File: src/rtl/alarm_pkg.sv
`default_nettype none
// +----------------------------------------------------------------------------+
// | alarm_pkg                                                                  |
// | Shared constants for the alarm system: interval indices, width, FSM codes. |
// | Revision: 1.0                                                              |
// +----------------------------------------------------------------------------+
package alarm_pkg;

    localparam logic [1:0] IDX_ARM       = 2'd0;
    localparam logic [1:0] IDX_DRIVER    = 2'd1;
    localparam logic [1:0] IDX_PASSENGER = 2'd2;
    localparam logic [1:0] IDX_ALARM     = 2'd3;

    localparam int TIME_W = 4;

    localparam logic [1:0] ST_IDLE   = 2'd0;
    localparam logic [1:0] ST_COUNT  = 2'd1;
    localparam logic [1:0] ST_EXPIRE = 2'd2;

endpackage
`default_nettype wire

File: src/rtl/sec_tick.sv
`default_nettype none
// +----------------------------------------------------------------------------+
// | sec_tick                                                                   |
// | One-second tick generator; sync restarts the second from the beginning.    |
// | Revision: 1.0                                                              |
// +----------------------------------------------------------------------------+
module sec_tick #(
    parameter int unsigned TICKS_PER_SEC = 27_000_000
) (
    input  logic clk,
    input  logic reset_n,
    input  logic sync,
    output logic tick
);

    localparam logic [31:0] c_RELOAD = 32'(TICKS_PER_SEC - 1);

    logic [31:0] r_cnt;

    always_ff @(posedge clk or negedge reset_n) begin
        if (!reset_n) begin
            r_cnt <= c_RELOAD;
        end else if (sync || tick) begin
            r_cnt <= c_RELOAD;
        end else begin
            r_cnt <= r_cnt - 32'd1;
        end
    end

    assign tick = (r_cnt == 32'd0);

endmodule
`default_nettype wire

File: src/rtl/alarm_timer.sv
`default_nettype none
// +----------------------------------------------------------------------------+
// | alarm_timer                                                                |
// | Programmable seconds countdown with four stored intervals and an expired   |
// | pulse. Define ALARM_TIMER_REMAINING_EN to expose the remaining-seconds port.|
// | Revision: 1.0                                                              |
// +----------------------------------------------------------------------------+
module alarm_timer
    import alarm_pkg::*;
#(
    parameter int TICKS_PER_SEC   = 27_000_000,
    parameter int T_ARM_DEF       = 6,
    parameter int T_DRIVER_DEF    = 8,
    parameter int T_PASSENGER_DEF = 15,
    parameter int T_ALARM_DEF     = 10
) (
    input  logic              clk,
    input  logic              reset_n,
    input  logic              start_timer,
    input  logic [1:0]        interval_sel,
    input  logic              prog_we,
    input  logic [1:0]        prog_sel,
    input  logic [TIME_W-1:0] prog_val,
    output logic              busy,
    output logic              expired
`ifdef ALARM_TIMER_REMAINING_EN
    ,
    output logic [TIME_W-1:0] remaining
`endif
);

    logic              w_tick;
    logic [TIME_W-1:0] w_load;
    logic [TIME_W-1:0] r_interval [0:3];
    logic [1:0]        r_state;
    logic [TIME_W-1:0] r_count;

    sec_tick #(
        .TICKS_PER_SEC (TICKS_PER_SEC)
    ) u_sec_tick (
        .clk     (clk),
        .reset_n (reset_n),
        .sync    (start_timer),
        .tick    (w_tick)
    );

    always_ff @(posedge clk or negedge reset_n) begin
        if (!reset_n) begin
            r_interval[IDX_ARM]       <= TIME_W'(T_ARM_DEF);
            r_interval[IDX_DRIVER]    <= TIME_W'(T_DRIVER_DEF);
            r_interval[IDX_PASSENGER] <= TIME_W'(T_PASSENGER_DEF);
            r_interval[IDX_ALARM]     <= TIME_W'(T_ALARM_DEF);
        end else if (prog_we) begin
            r_interval[prog_sel] <= prog_val;
        end
    end

    // Read before the same-edge program write lands, so a start sees the old value.
    assign w_load = r_interval[interval_sel];

    always_ff @(posedge clk or negedge reset_n) begin
        if (!reset_n) begin
            r_state <= ST_IDLE;
            r_count <= '0;
        end else begin
            case (r_state)
                ST_COUNT: begin
                    if (start_timer) begin
                        r_count <= w_load;
                        r_state <= (w_load == '0) ? ST_EXPIRE : ST_COUNT;
                    end else if (w_tick) begin
                        r_count <= r_count - 1'b1;
                        if (r_count == TIME_W'(1)) begin
                            r_state <= ST_EXPIRE;
                        end
                    end
                end
                default: begin
                    if (start_timer) begin
                        r_count <= w_load;
                        r_state <= (w_load == '0) ? ST_EXPIRE : ST_COUNT;
                    end else begin
                        r_state <= ST_IDLE;
                    end
                end
            endcase
        end
    end

    assign busy    = (r_state == ST_COUNT);
    assign expired = (r_state == ST_EXPIRE);

`ifdef ALARM_TIMER_REMAINING_EN
    assign remaining = (r_state == ST_COUNT) ? r_count : '0;
`endif

endmodule
`default_nettype wire

File: config.mk
export PLATFORM = sky130hd
export DESIGN_NAME = alarm_timer
export DESIGN_NICKNAME = d
export VERILOG_FILES = /design/src/rtl/alarm_pkg.sv /design/src/rtl/sec_tick.sv /design/src/rtl/alarm_timer.sv
export SDC_FILE = /design/constraint.sdc
export NUM_CORES = 1
export LEC_CHECK = 0
export CAP_MARGIN = 25
export CORE_ASPECT_RATIO = 1.1
export CORE_MARGIN = 2
export CORE_UTILIZATION = 50
export DETAILED_ROUTE_END_ITERATION = 8
export DONT_BUFFER_PORTS = 1
export MAX_ROUTING_LAYER = met4
export SLEW_MARGIN = 25
export SYNTH_ARGS = -nofsm -noshare
export SYNTH_HDL_FRONTEND = slang
export SYNTH_SLANG_ARGS = --single-unit
File: constraint.sdc
create_clock -name clk -period 2.6 [get_ports clk]
set_clock_uncertainty 0.15 [all_clocks]
set_input_delay 0.39 -clock clk [delete_from_list [all_inputs] [get_ports clk]]
set_output_delay 0.39 -clock clk [all_outputs]
set_load 0.05 [all_outputs]
==> summary.md <==
| Metric | Value |
|---|---|
| Setup crit start kind | flip-flop |
| Crit Path Category | reg2reg |
| Setup TNS | 0 ns |
| Final wirelength | 5960 um |
| Initial antenna violation count | 0 |
| Worst hold path class | in2reg |
| Clock Sinks | 54 |
| Post-synth ARST share | 1.00 |
| CP bufs+invs | 2 |
| Avg Vias per Cell | 6.00 |
| Hold Crit Depth | 2 |
| Max frequency | 0.436 GHz |
| CP max stage delay | 0.39 ns |
| Row count | 29 |
| Hold Path Origin | start_timer |
| Root buffer cell | clkbuf_8 |
| Part of the power in registers | 0.576 |
| Final net count | 291 |
| Worst-Margin Slew | 0.686 ns |
| #FFs+latches synth | 54 |
| Worst r2r dst | u_sec_tick.r_cnt[29]$_DFF_PN0_ |
| Switch share | 0.262 |
| Cell Area, Synth | 0.00290 mm^2 |
| IO Port Bufs | 0 |
| Tmin final | 2.29 ns |
| CP top delay family | simple AND/OR/NAND/NOR gates |
| Leakage | 1.16 nW |
| Post-DRT Antenna Nets | 0 |
| CP Capture Type | flip-flop |
| Initial core utilization | 0.510 |
| Fin. Hold Viols | 0 |
| Max FO, Critical Path | 13 |
| Post-DP Area | 0.00305 mm^2 |
| CP arrival | 2.35 ns |
| Share of the synthesized area in the top cell type | 0.253 |
| Part of the Yosys area used for sequential elements | 0.478 |
| IO Pins | 14 |
| CTS clk-pin slew, worst paths | 0.11 ns |
| Vias in the first global route | 2085 |
| Syn nets | 279 |
| Largest net degree at the start of global routing | 55 |
| Drt pass-1 iters | 4 |
| Post-Synthesis Cells | 264 |
| Mean Syn Cell Area | 11.0 um^2 |
| Post-synth EDFFs | 0 |
| Status | completed |
| Reg2reg setup slack | 0.31 ns |
| # DRC | 0 |
| Endpoints failing setup | 0 |
| Finished Cell Area | 0.00319 mm^2 |
| Fin. max-slew vios | 0 |
| Clk pwr share | 0.290 |
| Psw | 0.000439 W |
| GRT overflow | 0 |
| CTS tree | done |
| ANT cells | 0 |
| RSZ-0062 raised after global routing | false |
| Core area | 0.00570 mm^2 |
| Count of unique library cells instantiated by Yosys | 46 |
| Global-route wire length before repair | 10500 um |
| Routed WL per cell | 16.8 um |
| Top_reg_cell synth | dfstp_2 |
| Max Buffers Root-to-Sink | 2 |
| P per Cell Area | 525 mW/mm^2 |
| Tcrit/Tclk final | 0.883 |
| Placed insts | 343 |
| Worst Hold End | r_state[1]$_DFFE_PN0P_ |
| Inserted Clock Buffers | 5 |
| DRT iter0 DRCs | 142 |
| Logic pwr share | 0.134 |
| Max_cap viols | 0 |
| Required time worst endpoint | 2.66 ns |
| Detailed placer's ending HPWL | 4130 um |
| Reg2reg start | u_sec_tick.r_cnt[0]$_DFF_PN1_ |
| Die width | 76.7 um |
| Post-CTS Resized | 0 |
| H-tree depth | 2 |
| Area of the die | 0.00643 mm^2 |
| Gr usage total | 0.209 |
| Crit path cell chain | inv_1, ha_1, nor2b_1, nand4b_4, buf_4, or3_1, a32o_1 |
| Ratio of cells with drive above 1 in the final layout | 0.285 |
| Largest cells by area after synthesis | dfstp_2 25%, dfrtp_1 22%, mux2_2 6.2% |
| Worst R2R Path Depth | 7 |
| Total number of vias | 2124 |
| Synth Warn # | 0 |
| Synthesis-to-finish area growth | 9.74% |
| Final Non-Filler Cells | 354 |
| Max-slew headroom | 0.542 |
| Die height | 83.9 um |
| Max stage delay cell, worst path | dfstp_2 |
| VDD IR-drop max | 0.406 mV |
| Skew-Pair Late Insertion Delay | 0.31 ns |
| Final Wtd Congestion | 0.780 |
| Leading area contributor after synthesis | dfstp_2 |
| Internal power | 0.00123 W |
## logic make-up (layout without fill, tap and decap cells)
| group | Yosys count | in the layout | share of synthesized area |
|---|---|---|---|
| muxes | 23 | 23 | 0.103 |
| AOI/OAI and AO/OA | 41 | 41 | 0.100 |
| and+or+nand+nor | 120 | 120 | 0.260 |
| xor gates and xnor gates | 8 | 8 | 0.0241 |
| adders and majority gates | 3 | 3 | 0.0129 |
| buffers and inverters | 15 | 28 | 0.0211 |
| DFF | 54 | 54 | 0.478 |
## what timing repair did
item,CTS,global route
hold endpoints to repair,54,1
buffers inserted,0,0
hold buffers,2,1
## worst max-delay path by stage
stage / startpoint / to / slack [ns] / cells after the start
4_1_cts: u_sec_tick.r_cnt[0]$_DFF_PN1_ / u_sec_tick.r_cnt[29]$_DFF_PN0_ / 0.29 / 7
3_3_place_gp: u_sec_tick.r_cnt[0]$_DFF_PN1_ / u_sec_tick.r_cnt[17]$_DFF_PN1_ / 0.29 / 6
6_report: u_sec_tick.r_cnt[0]$_DFF_PN1_ / u_sec_tick.r_cnt[29]$_DFF_PN0_ / 0.31 / 7
2_1_floorplan: r_state[1]$_DFFE_PN0P_ / r_state[1]$_DFFE_PN0P_ / 0.32 / 4
3_5_place_dp: u_sec_tick.r_cnt[0]$_DFF_PN1_ / u_sec_tick.r_cnt[29]$_DFF_PN0_ / 0.29 / 7
5_1_grt: u_sec_tick.r_cnt[6]$_DFF_PN0_ / u_sec_tick.r_cnt[21]$_DFF_PN0_ / 0.07 / 5
## power by group through the flow
stage	combinational [W]	clock [W]	sequential, W
3_3_place_gp	0.000198	0	0.000979
3_5_place_dp	0.000200	0	0.000979
4_1_cts	0.000225	0.000505	0.000964
6_report	0.000224	0.000485	0.000964
2_1_floorplan	0.000165	0	0.000969
5_1_grt	0.000246	0.000533	0.000974
## area by class of cell
type	instances	area [um^2]
fillers	502	2510
inverters	5	18.8
clock buffers	5	68.8
flip-flops and latches	54	1390
clock inverters	3	22.5
repair buffers	15	138
multi-input cells	195	1460
well taps	77	96.3
## cells in the final DEF, fill, tap and decap left out, types with 4 or more instances in the layout
cell type	instances
a21oi_1	6
buf_4	12
clkbuf_8	5
dfrtp_1	26
dfstp_2	28
inv_1	5
mux2_2	16
mux4_2	4
nand2_1	19
nand3_1	16
nand3b_1	4
nand4_1	5
nor2_1	14
nor2b_1	6
nor3_1	4
nor3b_1	4
nor4_1	9
o21ai_0	7
o31ai_1	11
o41ai_1	5
or3_1	11
or4_1	12
xnor2_1	4
xor2_1	4
## flip-flops by register name, indices dropped and copies added, names as in the netlist
name	flops
r_count	4
r_interval	16
r_state	2
u_sec_tick.r_cnt	32
## Yosys cell counts (7+ instances only)
| library cell | n |
|---|---|
| mux2_2 | 16 |
| nor4_1 | 9 |
| or3_1 | 11 |
| dfrtp_1 | 26 |
| nand3_1 | 16 |
| o21ai_0 | 7 |
| or4_1 | 12 |
| nand2_1 | 19 |
| o31ai_1 | 11 |
| dfstp_2 | 28 |
| nor2_1 | 14 |
## metrics by stage
stage                     setup WS, ns  hold slack (ns)   util  total power, W
after global routing            0.0734           0.0316  0.559         0.00175
after floorplan                  0.315          -0.0556      -         0.00113
after global placement           0.294          -0.0539  0.535         0.00118
final                            0.305           0.0485  0.559         0.00167
after detailed placement         0.295          -0.0537  0.535         0.00118
after CTS                        0.287          0.00426  0.557         0.00169
## metal layers
layer  wire, um  track usage
met1       2980        0.300
met2       2820        0.312
met3        130       0.0357
met4         25       0.0479
met5          0            -
No activity file was read; power rests on OpenSTA's default activity.
